$ cat src/rtl/instr_fetch_decode.sv
`default_nettype none
// ============================================================================
// Module   : instr_fetch_decode
// Brief    : Serial byte instruction fetch and RV32E OP/OP-IMM decode stage.
// Revision : 1.0
// ============================================================================
module instr_fetch_decode #(
  parameter bit BIG_ENDIAN = 1'b0
) (
  input  logic        clk,
  input  logic        rst_n,
  input  logic [7:0]  byte_in,
  input  logic        byte_valid,
  output logic        byte_ready,
  input  logic        abort,
  output logic        dec_valid,
  input  logic        dec_ready,
  output logic [31:0] instr,
  output logic [3:0]  alu_op,
  output logic [3:0]  rd,
  output logic [3:0]  rs1,
  output logic [3:0]  rs2,
  output logic [31:0] imm,
  output logic        use_imm,
  output logic        illegal
);

  typedef enum logic [0:0] {
    S_COLLECT = 1'b0,
    S_HOLD    = 1'b1
  } state_t;

  localparam logic [6:0] c_OP     = 7'b0110011;
  localparam logic [6:0] c_OP_IMM = 7'b0010011;
  localparam logic [6:0] c_F7_ALT = 7'b0100000;

  state_t      r_state;
  logic [1:0]  r_cnt;
  logic        r_byte_ready;
  logic        r_dec_valid;
  logic [31:0] r_instr;
  logic [3:0]  r_alu_op;
  logic [3:0]  r_rd;
  logic [3:0]  r_rs1;
  logic [3:0]  r_rs2;
  logic [31:0] r_imm;
  logic        r_use_imm;
  logic        r_illegal;

  logic        w_accept;
  logic [1:0]  w_lane;
  logic [31:0] w_word;
  logic [6:0]  w_opcode;
  logic [4:0]  w_rd;
  logic [2:0]  w_f3;
  logic [4:0]  w_rs1;
  logic [4:0]  w_rs2;
  logic [6:0]  w_f7;
  logic        w_legal;
  logic        w_rs2_used;
  logic        w_ok;
  logic [3:0]  w_alu_op;
  logic [31:0] w_imm;
  logic        w_use_imm;

  assign w_accept = byte_valid && r_byte_ready;
  assign w_lane   = BIG_ENDIAN ? (2'd3 - r_cnt) : r_cnt;

  // Word as it will look once the incoming byte lands in its lane.
  always_comb begin
    w_word = r_instr;
    w_word[{w_lane, 3'b000} +: 8] = byte_in;
  end

  assign w_opcode = w_word[6:0];
  assign w_rd     = w_word[11:7];
  assign w_f3     = w_word[14:12];
  assign w_rs1    = w_word[19:15];
  assign w_rs2    = w_word[24:20];
  assign w_f7     = w_word[31:25];

  always_comb begin
    w_legal    = 1'b0;
    w_rs2_used = 1'b0;
    w_alu_op   = 4'd0;
    w_imm      = 32'd0;
    w_use_imm  = 1'b0;
    case (w_opcode)
      c_OP: begin
        w_rs2_used = 1'b1;
        w_alu_op   = {w_word[30], w_f3};
        w_legal    = (w_f7 == 7'd0) ||
                     ((w_f7 == c_F7_ALT) && ((w_f3 == 3'b000) || (w_f3 == 3'b101)));
      end
      c_OP_IMM: begin
        w_use_imm = 1'b1;
        case (w_f3)
          3'b001: begin
            w_legal  = (w_f7 == 7'd0);
            w_alu_op = 4'b0001;
            w_imm    = {27'd0, w_word[24:20]};
          end
          3'b101: begin
            w_legal  = (w_f7 == 7'd0) || (w_f7 == c_F7_ALT);
            w_alu_op = {w_word[30], 3'b101};
            w_imm    = {27'd0, w_word[24:20]};
          end
          default: begin
            w_legal  = 1'b1;
            w_alu_op = {1'b0, w_f3};
            w_imm    = {{20{w_word[31]}}, w_word[31:20]};
          end
        endcase
      end
      default: w_legal = 1'b0;
    endcase
  end

  // RV32E only has x0..x15, so bit 4 of any used register field is illegal.
  assign w_ok = w_legal && !w_rd[4] && !w_rs1[4] && !(w_rs2_used && w_rs2[4]);

  always_ff @(posedge clk or negedge rst_n) begin
    if (!rst_n) begin
      r_state      <= S_COLLECT;
      r_cnt        <= 2'd0;
      r_byte_ready <= 1'b0;
      r_dec_valid  <= 1'b0;
      r_instr      <= 32'd0;
      r_alu_op     <= 4'd0;
      r_rd         <= 4'd0;
      r_rs1        <= 4'd0;
      r_rs2        <= 4'd0;
      r_imm        <= 32'd0;
      r_use_imm    <= 1'b0;
      r_illegal    <= 1'b0;
    end else if (abort) begin
      r_state      <= S_COLLECT;
      r_cnt        <= 2'd0;
      r_byte_ready <= 1'b1;
      r_dec_valid  <= 1'b0;
    end else begin
      case (r_state)
        S_COLLECT: begin
          r_byte_ready <= 1'b1;
          if (w_accept) begin
            r_instr <= w_word;
            r_cnt   <= r_cnt + 2'd1;
            if (r_cnt == 2'd3) begin
              r_state      <= S_HOLD;
              r_byte_ready <= 1'b0;
              r_dec_valid  <= 1'b1;
              r_alu_op     <= w_ok ? w_alu_op : 4'd0;
              r_rd         <= w_ok ? w_rd[3:0] : 4'd0;
              r_rs1        <= w_ok ? w_rs1[3:0] : 4'd0;
              r_rs2        <= (w_ok && w_rs2_used) ? w_rs2[3:0] : 4'd0;
              r_imm        <= w_ok ? w_imm : 32'd0;
              r_use_imm    <= w_ok ? w_use_imm : 1'b0;
              r_illegal    <= !w_ok;
            end
          end
        end
        S_HOLD: begin
          if (dec_ready) begin
            r_state      <= S_COLLECT;
            r_cnt        <= 2'd0;
            r_byte_ready <= 1'b1;
            r_dec_valid  <= 1'b0;
          end
        end
        default: begin
          r_state <= S_COLLECT;
          r_cnt   <= 2'd0;
        end
      endcase
    end
  end

  assign byte_ready = r_byte_ready;
  assign dec_valid  = r_dec_valid;
  assign instr      = r_instr;
  assign alu_op     = r_alu_op;
  assign rd         = r_rd;
  assign rs1        = r_rs1;
  assign rs2        = r_rs2;
  assign imm        = r_imm;
  assign use_imm    = r_use_imm;
  assign illegal    = r_illegal;

endmodule
`default_nettype wire

$ cat config.mk
export PLATFORM = sky130hd
export DESIGN_NAME = instr_fetch_decode
export DESIGN_NICKNAME = d
export VERILOG_FILES = /design/src/rtl/instr_fetch_decode.sv
export SDC_FILE = /design/constraint.sdc
export NUM_CORES = 1
export LEC_CHECK = 0
export CAP_MARGIN = 20
export CORE_MARGIN = 1
export CORE_UTILIZATION = 40
export DETAILED_ROUTE_END_ITERATION = 6
export GPL_TIMING_DRIVEN = 1
export PLACE_DENSITY = 0.77
export SYNTH_ARGS = -nofsm -noshare
export SYNTH_HDL_FRONTEND = slang
export SYNTH_SLANG_ARGS = --single-unit
export TNS_END_PERCENT = 50
$ cat constraint.sdc
create_clock -name clk -period 3.4 [get_ports clk]
set_input_delay 0.51 -clock clk [delete_from_list [all_inputs] [get_ports clk]]
set_output_delay 0.51 -clock clk [all_outputs]
set_load 0.02 [all_outputs]
==> flow_summary_export.csv <==
group,metric,value,unit
logic_synthesis,ys_warn_count,0,
cts,postCtsHoldBufs,0,
logic_synthesis,ys_seq_area_frac,0.487,
logic_synthesis,ys_ff_latch,67,
route,wl_per_cell,15.7,um
route,post_drt_via_cell_ratio,5.39,
placed_design,placed_cells,523,
outcome,status,"complete, no violations",
cts,cts_htree_levels,3,
final_layout,drive_gt1_frac,0.106,
placed_design,gp_congestion,0.925,
floorplan,start_util,0.417,
sta,worst_slack,171,ps
logic_synthesis,muxShareOfSynthArea,0.0153,
worst_setup_path,worst-setup-path-type,"register to register",
floorplan,die_x,94.8,um
run,drv_cap,0,
logic_synthesis,synth_cell_type_count,50,
final_layout,layoutNonFillerInstCount,538,
placed_design,portBuffers,96,
sta,max_freq,310,MHz
power_and_ir_drop,leakagePower,1.87,nW
placed_design,hpwl,6090,um
global_routing,top_usage_layer,"met2",
sta,finalSetupTns,0,ps
power_and_ir_drop,p_per_area,497,mW/mm^2
placed_design,pre_cts_ws,270,ps
worst_setup_path,start_kind,"register",
logic_synthesis,syn_avg_cell_area,9.65,sq um
sta,drv_slew,0,
logic_synthesis,synth_compound_area_frac,0.210,
final_layout,n_fill_cell,751,
floorplan,die_area,0.00899,sq mm
final_layout,syn2layout_area_growth,30.5,%
cts,clkSinkCount,67,
logic_synthesis,synth_adder_area_share,0.0218,
cts,cts_buffers,9,
global_routing,antenna_found_initial,0,
logic_synthesis,synthArstFlopShare,1.00,
global_routing,grt_pass1_vias,2680,
logic_synthesis,synth_edf_count,0,
global_routing,grt_overflow,0,
route,first_pass_iters,4,
floorplan,placementRows,33,
placed_design,place_area,0.00432,sq mm
sta,setup_violations,0,
logic_synthesis,synth_nets,376,
sta,layout_min_cycle_time,3230,ps
logic_synthesis,syn_inst,357,
sta,rsz0062_at_grt,"false",
sta,tightest_slew,834,ps
cts,post_cts_buffers,0,
logic_synthesis,synth-simple-area-share,0.182,
worst_setup_path,crit_arrival,3500,ps
power_and_ir_drop,peakVddDrop,216,uV
global_routing,use_met2,0.314,
floorplan,fp.dieH,94.8,um
worst_setup_path,reg2reg_slack,170,ps
global_routing,grt_start_max_net_pins,53,
worst_setup_path,critPathMaxFanout,13,
min_path,min_path_type,"input pin to async pin",
route,detail-route-antenna-nets,0,
global_routing,grt_pass1_wl,13600,um
final_layout,fin_nets,448,
cts,path_clk_slew,70,ps
cts,clockBufferDepth,2,
final_layout,fin_area,0.00449,sq mm
floorplan,io_pins,97,
sta,clock_skew,9.06,ps
route,vias,2900,
logic_synthesis,synth_flop_cell,"dfrtp_1",
global_routing,grtUsageMet3,0.0539,
cts,cts_resized,0,
worst_setup_path,worstPathRequired,3670,ps
route,drcViolationCount,0,
logic_synthesis,synthXorXnorAreaFrac,0,
route,drt_iter0_drc,121,
final_layout,diodes,0,
sta,max-slew-margin-rel,0.444,
sta,finalHoldViolCount,0,
cts,cts_tree,"built",
floorplan,coreArea,0.00826,sq mm
cts,root_buffer,"clkbuf_8",
sta,min_period_over_period,0.950,
global_routing,grt_usage,0.198,
worst_setup_path,end_kind,"register",
logic_synthesis,synth_top_family_by_area,"compound AO/OA/AOI/OAI gates",
logic_synthesis,synth_area,0.00344,sq mm
cts,insertion_delay,340,ps
global_routing,use_met1,0.261,
route,routed_wl,8440,um
## cell families after synthesis
logic type / Yosys count
multiplexers: 5
AND/OR/NAND/NOR: 125
flip-flops: 67
buffers and inverters: 49
adder cells (fa/ha/maj): 6
AO/OA/AOI/OAI: 105
## registers in the layout, summed over array words and instances, names as in the netlist, 2 cells and up
name	count
r_cnt	2
rs2	4
rd	4
rs1	4
instr	32
alu_op	4
imm	12
## cells in the final DEF, fill, tap and decap left out, types with 9 or more instances in the layout
cell	count
nand2_1	53
nor2_1	33
o21ai_0	19
clkdlybuf4s50_1	95
nor2b_1	10
o31ai_2	9
clkbuf_8	9
dfrtp_1	67
a21oi_1	42
inv_1	9
## per-stage QoR
stage          hold WS, ps   util  total power, mW
6_report               228  0.544             2.23
5_1_grt                289  0.544             2.34
4_1_cts                252  0.544             2.24
3_5_place_dp           463  0.523             1.63
3_3_place_gp           458  0.523             1.62
2_1_floorplan          214      -             1.34
## worst max-delay path: stages, from the launching register on
cell and delay (ps):
dfrtp_1 450, inv_1 120, ha_1 420, nor3b_1 680, a31oi_1 260, nand4_2 190
a21oi_2 90, o21ai_2 650, mux2_2 300
## layer usage
| metal | wire length, um | up-vias |
|---|---|---|
| li1 | - | 1371 |
| met1 | 3740 | 1409 |
| met2 | 3970 | 105 |
| met3 | 553 | 15 |
| met4 | 179 | 0 |
| met5 | 0 | - |
## path summary, 6_finish.rpt
| path | startpoint | end | depth (start not counted) |
|---|---|---|---|
| setup reg to reg | r_cnt[1]$_DFFE_PN0P_ | illegal$_DFFE_PN0P_ | 8 |
| hold reg to reg | alu_op[3]$_DFFE_PN0P_ | alu_op[3]$_DFFE_PN0P_ | 2 |
| setup / recovery | r_cnt[1]$_DFFE_PN0P_ | illegal$_DFFE_PN0P_ | 8 |
| min in group clk | alu_op[3]$_DFFE_PN0P_ | alu_op[3]$_DFFE_PN0P_ | 2 |
| hold / removal | rst_n | alu_op[0]$_DFFE_PN0P_ | 1 |
| max in group asynchronous | rst_n | r_cnt[0]$_DFFE_PN0P_ | 2 |
## Yosys cell counts (all sizes together), types with 2 or more instances
cell type | count | area, sq um
nor2b | 10 | 62.6
mux2i | 3 | 30.0
a21oi | 44 | 228
nor3b | 2 | 20.0
a31oi | 5 | 31.3
a22oi | 6 | 58.8
o21ai | 20 | 104
and3 | 5 | 31.3
dfrtp | 67 | 1680
inv | 9 | 33.8
o22ai | 2 | 12.5
o31ai | 15 | 171
nor3 | 5 | 41.3
ha | 6 | 75.1
nor2 | 33 | 124
nand2 | 54 | 203
nand2b | 2 | 12.5
a211oi | 2 | 15.0
mux2 | 2 | 22.5
buf | 26 | 206
o211ai | 2 | 20.0
and4bb | 3 | 37.5
nand3b | 2 | 15.0
and4b | 2 | 20.0
nand3 | 2 | 10.0
clkbuf | 14 | 52.6
o41ai | 2 | 17.5
## layout make-up
cell class / instances / area, sq um / share of cell area
Sequential cell: 67 / 1680 / 0.373
Multi-Input combinational cell: 241 / 1480 / 0.330
Timing Repair Buffer: 101 / 993 / 0.221
Clock buffer: 12 / 135 / 0.0301
Tap cell: 105 / 131 / 0.0292
Clock inverter: 3 / 40.0 / 0.00891
Inverter: 9 / 33.8 / 0.00752
## report_power, final
group / switching [mW] / total (mW) / internal [mW]
Combinational: 0.361 / 0.646 / 0.285
Sequential: 0.0854 / 0.972 / 0.887
Clock: 0.282 / 0.615 / 0.333
Total: 0.728 / 2.23 / 1.51
Power figures use the tool's default switching activity.
